$ cat src/rtl/lfsr_hex_gen_pkg.sv
`default_nettype none
// ============================================================================
// Module   : lfsr_pkg
// Purpose  : Shared constants for the LFSR hex generator.
//            - c_seg_table    : active-low 7-segment patterns for 0..F,
//                               bit order g..a (bit 6 = g).
//            - c_default_taps : default feedback mask (x^8+x^4+x^3+x^2+1).
// Ports    : none (package)
// Revision : 1.0 - initial release
// ============================================================================
package lfsr_pkg;

  // Default feedback mask. This polynomial is primitive, which gives a
  // maximal-length 255-state sequence at WIDTH = 8.
  localparam logic [31:0] c_default_taps = 32'h0000_001D;

  // Index 0 is the rightmost entry; the list runs from F down to 0.
  localparam logic [15:0][6:0] c_seg_table = {
    7'b0001110,  // F
    7'b0000110,  // E
    7'b0100001,  // d
    7'b1000110,  // C
    7'b0000011,  // b
    7'b0001000,  // A
    7'b0010000,  // 9
    7'b0000000,  // 8
    7'b1111000,  // 7
    7'b0000010,  // 6
    7'b0010010,  // 5
    7'b0011001,  // 4
    7'b0110000,  // 3
    7'b0100100,  // 2
    7'b1111001,  // 1
    7'b1000000   // 0
  };

endpackage
`default_nettype wire

$ cat src/rtl/lfsr_hex_gen_if.sv
`default_nettype none
// ============================================================================
// Module   : lfsr_hex_gen_if
// Purpose  : Control / observation bundle for lfsr_hex_gen.
// Signals  : load, seed[WIDTH], step, run      (master -> slave)
//            state[WIDTH], hex[7*NDIG], wrap,
//            period[WIDTH]                     (slave -> master)
// Modports : master (controller / testbench side), slave (generator side)
// Revision : 1.0 - initial release
// ============================================================================
interface lfsr_hex_gen_if #(
  parameter int WIDTH = 8
);
  localparam int NDIG = WIDTH / 4;

  logic                  load;
  logic [WIDTH-1:0]      seed;
  logic                  step;
  logic                  run;
  logic [WIDTH-1:0]      state;
  logic [7*NDIG-1:0]     hex;
  logic                  wrap;
  logic [WIDTH-1:0]      period;

  modport master (
    output load, seed, step, run,
    input  state, hex, wrap, period
  );

  modport slave (
    input  load, seed, step, run,
    output state, hex, wrap, period
  );

endinterface
`default_nettype wire

$ cat src/rtl/lfsr_hex_gen_hex7seg.sv
`default_nettype none
// ============================================================================
// Module   : hex7seg
// Purpose  : Combinational hex-digit to active-low 7-segment decoder.
// Ports    : nibble [3:0] in  - hex digit value
//            seg    [6:0] out - segments g..a, active low
// Revision : 1.0 - initial release
// ============================================================================
module hex7seg
  import lfsr_pkg::*;
(
  input  logic [3:0] nibble,
  output logic [6:0] seg
);

  assign seg = c_seg_table[nibble];

endmodule
`default_nettype wire

$ cat src/rtl/lfsr_hex_gen.sv
`default_nettype none
// ============================================================================
// Module   : lfsr_hex_gen
// Purpose  : Fibonacci LFSR with seed load, single-step and prescaled
//            auto-run. It detects the return to the loaded seed and shows
//            the state on registered active-low 7-segment digits.
// Ports    : clk        in  - single clock, rising edge
//            reset      in  - asynchronous, active-high
//            bus.load   in  - load seed (priority over advance)
//            bus.seed   in  - seed value (0 is replaced by 1)
//            bus.step   in  - one advance per cycle held high
//            bus.run    in  - advance once every DIV cycles
//            bus.state  out - current LFSR register
//            bus.hex    out - registered 7-seg digits, digit k = state nibble k
//            bus.wrap   out - one-cycle pulse on return to the seed
//            bus.period out - step count of the last completed cycle
// Revision : 1.0 - initial release
// ============================================================================
module lfsr_hex_gen
  import lfsr_pkg::*;
#(
  parameter int               WIDTH = 8,
  parameter logic [WIDTH-1:0] TAPS  = c_default_taps[WIDTH-1:0],
  parameter int               DIV   = 4
)(
  input  logic           clk,
  input  logic           reset,
  lfsr_hex_gen_if.slave  bus
);

  localparam int NDIG = WIDTH / 4;
  // A prescaler of at least one bit keeps DIV = 1 legal. With DIV = 1 the
  // count stays at 0, so a tick occurs every cycle.
  localparam int              PW          = (DIV > 1) ? $clog2(DIV) : 1;
  localparam logic [PW-1:0]   c_pre_last  = PW'(DIV - 1);
  localparam logic [WIDTH-1:0] c_one      = WIDTH'(1);

  logic [PW-1:0]     r_pre;
  logic [WIDTH-1:0]  r_state;
  logic [WIDTH-1:0]  r_seed_cmp;
  logic [WIDTH-1:0]  r_step_cnt;
  logic [WIDTH-1:0]  r_period;
  logic              r_wrap;

  logic              w_tick;
  logic              w_advance;
  logic              w_feedback;
  logic [WIDTH-1:0]  w_next;
  logic [WIDTH-1:0]  w_load_val;
  logic [WIDTH-1:0]  w_cnt_inc;
  logic [7*NDIG-1:0] w_seg;

  // --------------------------------------------------------------------------
  // Prescaler. It is held at 0 while run is low, so a run session always
  // waits a full DIV period before its first advance.
  // --------------------------------------------------------------------------
  assign w_tick = bus.run && (r_pre == c_pre_last);

  always_ff @(posedge clk or posedge reset) begin
    if (reset) begin
      r_pre <= '0;
    end else if (bus.load || !bus.run || w_tick) begin
      r_pre <= '0;
    end else begin
      r_pre <= r_pre + PW'(1);
    end
  end

  // --------------------------------------------------------------------------
  // LFSR core
  // --------------------------------------------------------------------------
  // The OR merges a coincident step and tick into a single advance.
  assign w_advance  = bus.step || w_tick;
  assign w_feedback = ^(r_state & TAPS);
  // An all-zero state cannot leave itself through XOR feedback, so it is
  // forced to 1 instead.
  assign w_next     = (r_state == '0) ? c_one : {w_feedback, r_state[WIDTH-1:1]};
  assign w_load_val = (bus.seed == '0) ? c_one : bus.seed;
  // The increment saturates, so period reports all-ones instead of a small
  // wrapped value.
  assign w_cnt_inc  = (r_step_cnt == '1) ? r_step_cnt : r_step_cnt + c_one;

  always_ff @(posedge clk or posedge reset) begin
    if (reset) begin
      r_state    <= c_one;
      r_seed_cmp <= c_one;
      r_step_cnt <= '0;
      r_period   <= '0;
      r_wrap     <= 1'b0;
    end else if (bus.load) begin
      r_state    <= w_load_val;
      r_seed_cmp <= w_load_val;
      r_step_cnt <= '0;
      r_wrap     <= 1'b0;
    end else if (w_advance) begin
      r_state <= w_next;
      if (w_next == r_seed_cmp) begin
        r_wrap     <= 1'b1;
        r_period   <= w_cnt_inc;
        r_step_cnt <= '0;
      end else begin
        r_wrap     <= 1'b0;
        r_step_cnt <= w_cnt_inc;
      end
    end else begin
      r_wrap <= 1'b0;
    end
  end

  // --------------------------------------------------------------------------
  // Digit decode and output registers. The reset pattern matches the
  // decoded reset state (value 1).
  // --------------------------------------------------------------------------
  for (genvar k = 0; k < NDIG; k++) begin : g_digit
    localparam logic [6:0] c_digit_rst = (k == 0) ? c_seg_table[1] : c_seg_table[0];
    logic [6:0] r_digit;

    hex7seg u_dec (
      .nibble (r_state[4*k +: 4]),
      .seg    (w_seg[7*k +: 7])
    );

    always_ff @(posedge clk or posedge reset) begin
      if (reset) begin
        r_digit <= c_digit_rst;
      end else begin
        r_digit <= w_seg[7*k +: 7];
      end
    end

    assign bus.hex[7*k +: 7] = r_digit;
  end

  assign bus.state  = r_state;
  assign bus.wrap   = r_wrap;
  assign bus.period = r_period;

endmodule
`default_nettype wire

$ cat src/flat_wrapper.sv
// flat-port wrapper written by rule: the top's interface ports become plain ports
module lfsr_hex_gen_flat import lfsr_pkg::*;
#(
  parameter int               WIDTH = 8,
  parameter logic [WIDTH-1:0] TAPS  = c_default_taps[WIDTH-1:0],
  parameter int               DIV   = 4
)
  (clk, reset, bus_load, bus_seed, bus_step, bus_run, bus_state, bus_hex, bus_wrap, bus_period);
  lfsr_hex_gen_if #(.WIDTH(WIDTH)) bus_i ();
  input  logic clk;
  input  logic reset;
  input wire logic [$bits(bus_i.load)-1:0] bus_load;
  input wire logic [$bits(bus_i.seed)-1:0] bus_seed;
  input wire logic [$bits(bus_i.step)-1:0] bus_step;
  input wire logic [$bits(bus_i.run)-1:0] bus_run;
  output wire logic [$bits(bus_i.state)-1:0] bus_state;
  output wire logic [$bits(bus_i.hex)-1:0] bus_hex;
  output wire logic [$bits(bus_i.wrap)-1:0] bus_wrap;
  output wire logic [$bits(bus_i.period)-1:0] bus_period;
  assign bus_i.load = bus_load;
  assign bus_i.seed = bus_seed;
  assign bus_i.step = bus_step;
  assign bus_i.run = bus_run;
  assign bus_state = bus_i.state;
  assign bus_hex = bus_i.hex;
  assign bus_wrap = bus_i.wrap;
  assign bus_period = bus_i.period;
  lfsr_hex_gen #(.WIDTH(WIDTH), .TAPS(TAPS), .DIV(DIV)) u_core (.clk(clk), .reset(reset), .bus(bus_i));
endmodule
$ cat config.mk
export PLATFORM = sky130hd
export DESIGN_NAME = lfsr_hex_gen_flat
export DESIGN_NICKNAME = d
export VERILOG_FILES = /design/src/rtl/lfsr_hex_gen_pkg.sv /design/src/rtl/lfsr_hex_gen_if.sv /design/src/rtl/lfsr_hex_gen_hex7seg.sv /design/src/rtl/lfsr_hex_gen.sv /design/src/flat_wrapper.sv
export SDC_FILE = /design/constraint.sdc
export NUM_CORES = 1
export LEC_CHECK = 0
export BUFFER_PORTS_ARGS = -buffer_cell sky130_fd_sc_hd__buf_2
export CAP_MARGIN = 20
export CORE_ASPECT_RATIO = 1.25
export CORE_MARGIN = 2
export CORE_UTILIZATION = 55
export CTS_CLUSTER_SIZE = 28
export DETAILED_ROUTE_END_ITERATION = 10
export GPL_TIMING_DRIVEN = 0
export PLACE_DENSITY_LB_ADDON = 0.1
export SLEW_MARGIN = 15
export SYNTH_ARGS = -nofsm -noshare
export SYNTH_HDL_FRONTEND = slang
export SYNTH_SLANG_ARGS = --single-unit
$ cat constraint.sdc
create_clock -name clk -period 2.8 [get_ports clk]
set_input_delay 0.14 -clock clk [delete_from_list [all_inputs] [get_ports clk]]
set_output_delay 0.14 -clock clk [all_outputs]
set_load 0.02 [all_outputs]
==> reports/summary.json <==
{
  "status": {"value": "completed"},
  "finalHoldViolations": {"value": 0},
  "ctsLongestPathBuffers": {"value": 2},
  "synth_cells": {"value": 276},
  "timing_max_transition_violations_final": {"value": 0},
  "htree_levels": {"value": 2},
  "ys_warn_count": {"value": 0},
  "drv.max_cap_violation_count": {"value": 0},
  "num_vias": {"value": 2180},
  "worst-path-stages": {"value": 7},
  "setup-tns-final": {"value": 0, "unit": "ns"},
  "synth_top_cells_by_area": {"value": "dfrtp_1, dfstp_2, ha_1"},
  "root_buffer": {"value": "clkbuf_8"},
  "remaining_design_rule_violation_count": {"value": 0},
  "cpMaxStageDelayCell": {"value": "dfrtp_1"},
  "synth_simple_gate_area_frac": {"value": 0.1758},
  "worst-slew-pin-transition": {"value": 0.5288, "unit": "ns"},
  "share_of_final_layout_standard_cells_stronger_than_drive_strength_1": {"value": 0.2226},
  "period_share": {"value": 0.9097},
  "critPathArrivalTime": {"value": 2.74, "unit": "ns"},
  "min_path_type": {"value": "in -> reg"},
  "worst_clock_skew": {"value": 0.007225, "unit": "ns"},
  "number_of_detailed_routing_iterations_run_before_antenna_repair": {"value": 4},
  "worstHoldPathCells": {"value": 3},
  "count_of_unique_library_cells_instantiated_by_yosys": {"value": 48},
  "power_density": {"value": 567.2, "unit": "mW/mm2"},
  "critical_path_s_top_delay_family": {"value": "compound AO/OA/AOI/OAI gates"},
  "drt_iter0_drc": {"value": 98},
  "numnets_final": {"value": 354},
  "worst_setup_hold_path_clk_slew": {"value": 0.08, "unit": "ns"},
  "yosys-mux-area-fraction": {"value": 0.05891},
  "top_level_ports": {"value": 44},
  "largest_net_degree_at_the_start_of_global_routing": {"value": 38},
  "number_of_buffers_added_by_the_clock_tree_synthesis_step": {"value": 5},
  "antenna_found_initial": {"value": 0},
  "synth_top_family_by_area": {"value": "simple AND/OR/NAND/NOR gates"},
  "filler_cell_count": {"value": 433},
  "rows": {"value": 28},
  "worst-setup-path-type": {"value": "reg -> reg"},
  "finalPower": {"value": 1.754, "unit": "mW"},
  "area_share_of_the_largest_cell_type_after_synthesis": {"value": 0.3803},
  "unrepaired_setup_endpoints_after_global_routing": {"value": "false"},
  "die_x": {"value": 66.64, "unit": "um"},
  "setup_viol_count_final": {"value": 0},
  "fin_util": {"value": 0.6540},
  "synth_fa_ha_area_frac": {"value": 0.06494},
  "layout.cell_area.non_filler": {"value": 0.003093, "unit": "mm2"},
  "placement.cell_area": {"value": 0.003003, "unit": "mm2"},
  "reg2reg_depth": {"value": 7},
  "synth-compound-area-share": {"value": 0.1628},
  "max_ir_drop_vdd": {"value": 0.3446, "unit": "mV"},
  "postSynthRegisterBits": {"value": 49},
  "syn2layout_area_growth": {"value": 14.66, "unit": "%"},
  "synth_area_leader_cell": {"value": "dfrtp_1"},
  "final_period_minus_worst_setup_slack": {"value": 2.547, "unit": "ns"},
  "fp.coreArea": {"value": 0.004730, "unit": "mm2"},
  "power_leakage": {"value": 1.492, "unit": "nW"},
  "wire_per_inst": {"value": 14.71, "unit": "um"},
  "cts_resized": {"value": 0},
  "tritoncts_sink_count": {"value": 49},
  "finalWeightedCongestion": {"value": 0.8337},
  "syn_nets": {"value": 303},
  "placement.io_buffers": {"value": 42},
  "post-cts-setup-buffer-count": {"value": 0},
  "critical_path.max_fanout": {"value": 8},
  "synth-seq-area-share": {"value": 0.4583},
  "vias_per_cell": {"value": 5.619},
  "timing.critical_path.from_type": {"value": "register"},
  "synth_enable_flop_cells": {"value": 0},
  "drt.antenna.violating_nets": {"value": 0},
  "antennaDiodeCount": {"value": 0},
  "postRouteWirelength": {"value": 5.709, "unit": "mm"},
  "initial_utilization": {"value": 0.5704},
  "grt_pass1_wl": {"value": 9.239, "unit": "mm"},
  "die_y": {"value": 82.30, "unit": "um"},
  "timing.fmax": {"value": 0.3926, "unit": "GHz"},
  "async_flop_share": {"value": 1.000},
  "synthesis.area_per_instance": {"value": 9.774, "unit": "um2"},
  "synth_xor_xnor_area_share": {"value": 0.02505},
  "cts_tree": {"value": "yes"},
  "cp_num_buf_inv": {"value": 1},
  "slew_limit_headroom": {"value": 0.6442},
  "crit_path_cell_trace": {"value": "inv_1 > ha_1 > xnor3_2 > o2111ai_1 > o211ai_1 > nand4_4 > mux2_2"},
  "globalRouteOverflowTotal": {"value": 0},
  "timing.critical_path.required": {"value": 2.99, "unit": "ns"},
  "worst_skew_pair.late_latency": {"value": 0.30, "unit": "ns"},
  "first_global_vias": {"value": 2048},
  "postSynth.topFlopCell": {"value": "dfrtp_1"},
  "crit_path_end_kind": {"value": "register"},
  "place.detailed.hpwl": {"value": 4.217, "unit": "mm"},
  "dp_cells": {"value": 379},
  "die_area": {"value": 0.005484, "unit": "mm2"},
  "synth_area": {"value": 0.002698, "unit": "mm2"},
  "cpPeakStageDelay": {"value": 0.47, "unit": "ns"},
  "grt.total_usage": {"value": 0.2228},
  "final_instance_count_excl_fillers": {"value": 388}
}
[what timing repair did]
| action | CTS | global route |
|---|---|---|
| hold endpoints to repair | 12 | 0 |
| hold buffers | 1 | 0 |
| endpoints found under the setup margin | 0 | 0 |
[cells by family (layout without fill, tap and decap cells)]
kind of cell	after synthesis	count (layout)
mux	15	15
simple gates	84	84
fa+ha+maj	14	14
buf+inv	36	88
xor+xnor	6	6
flops	49	49
compound gates	72	72
[per-layer routing]
metal,global-route usage,wire length [um],vias up
li1,-,-,1089
met1,0.2491,2325,1044
met2,0.4110,3092,35
met3,0.03794,130,12
met4,0.1000,161,0
met5,0,0,-
[synthesized netlist by cell type (3+ instances only)]
cell type / number
a31oi_1: 8
ha_1: 14
dfrtp_1: 41
clkbuf_1: 11
nand2_1: 22
o21a_1: 3
o21ai_0: 31
nor4_1: 7
nand3_1: 10
nor3_1: 5
nor2b_1: 3
nand4_1: 3
inv_1: 23
dfstp_2: 8
and3_1: 3
nor2_1: 16
a21oi_1: 14
xnor2_1: 3
mux2_2: 7
mux2i_1: 8
[sequential cells by signal (all words and copies together) (netlist names)]
register                cells
u_core.g_digit.r_digit     14
u_core.r_pre                2
u_core.bus.period           8
u_core.r_seed_cmp           8
u_core.bus.state            8
u_core.bus.wrap             1
u_core.r_step_cnt           8
[power breakdown]
part           total (mW)  switching, mW  internal, mW
clock network       0.404          0.226         0.178
logic               0.490          0.306         0.184
registers           0.860         0.0552         0.804
[cell type report]
| type | instances | area (um2) | area share |
|---|---|---|---|
| Buffer | 13 | 60.06 | 0.01942 |
| Multi-Input combinational cell | 191 | 1315 | 0.4252 |
| Clock buffer | 8 | 80.08 | 0.02589 |
| Inverter | 23 | 86.33 | 0.02791 |
| Sequential cell | 49 | 1236 | 0.3997 |
| Timing Repair Buffer | 44 | 240.2 | 0.07767 |
| Tap cell | 60 | 75.07 | 0.02427 |
[final timing paths]
path                                            startpoint                          endpoint  slack [ns]
setup / recovery           u_core.bus.state[2]$_DFFE_PP0P_  u_core.bus.period[2]$_DFFE_PP0P_        0.25
min in group asynchronous                            reset  u_core.r_step_cnt[6]$_DFFE_PP0P_        0.33
hold reg to reg                  u_core.r_pre[0]$_DFF_PP0_         u_core.r_pre[0]$_DFF_PP0_        0.44
hold / removal                                 bus_seed[6]   u_core.bus.state[6]$_DFFE_PP0P_        0.08
max in group asynchronous                            reset   u_core.bus.state[0]$_DFFE_PP1P_        1.92
setup reg to reg           u_core.bus.state[2]$_DFFE_PP0P_  u_core.bus.period[2]$_DFFE_PP0P_        0.25
[through the flow]
stage	setup WS (ns)	hold slack, ns
after floorplan	0.4146	0.2741
final	0.2528	0.07577
after detailed placement	0.2590	0.1029
after global placement	0.3017	0.3899
after CTS	0.2465	0.07310
after global routing	0.09927	0.1023
[worst register-to-register path, stage by stage (launching register included)]
cell       delay (ns)
dfrtp_1          0.47
inv_1            0.18
ha_1             0.31
xnor3_2          0.45
o2111ai_1        0.26
o211ai_1         0.22
nand4_4          0.20
mux2_2           0.36
[placed cells by master, fill, tap and decap left out, types with 2 or more instances in the layout]
cell	instances
dfrtp_1	41
nor4_1	7
a31oi_1	8
nand2_1	22
o21a_1	3
nand3_1	10
and2_1	2
o211ai_1	2
mux2_2	7
nor2b_1	3
o22ai_1	2
a222oi_1	2
nand4_1	3
or3_1	2
dfstp_2	8
and3_1	3
buf_2	42
clkbuf_1	14
ha_1	14
o21ai_0	31
clkbuf_8	5
inv_1	22
nor3_1	5
nor2_1	16
nand3b_1	2
xor2_1	2
and4_1	2
xnor2_1	3
a21oi_1	14
mux2i_1	8
No activity file was read; power rests on OpenSTA's default activity.
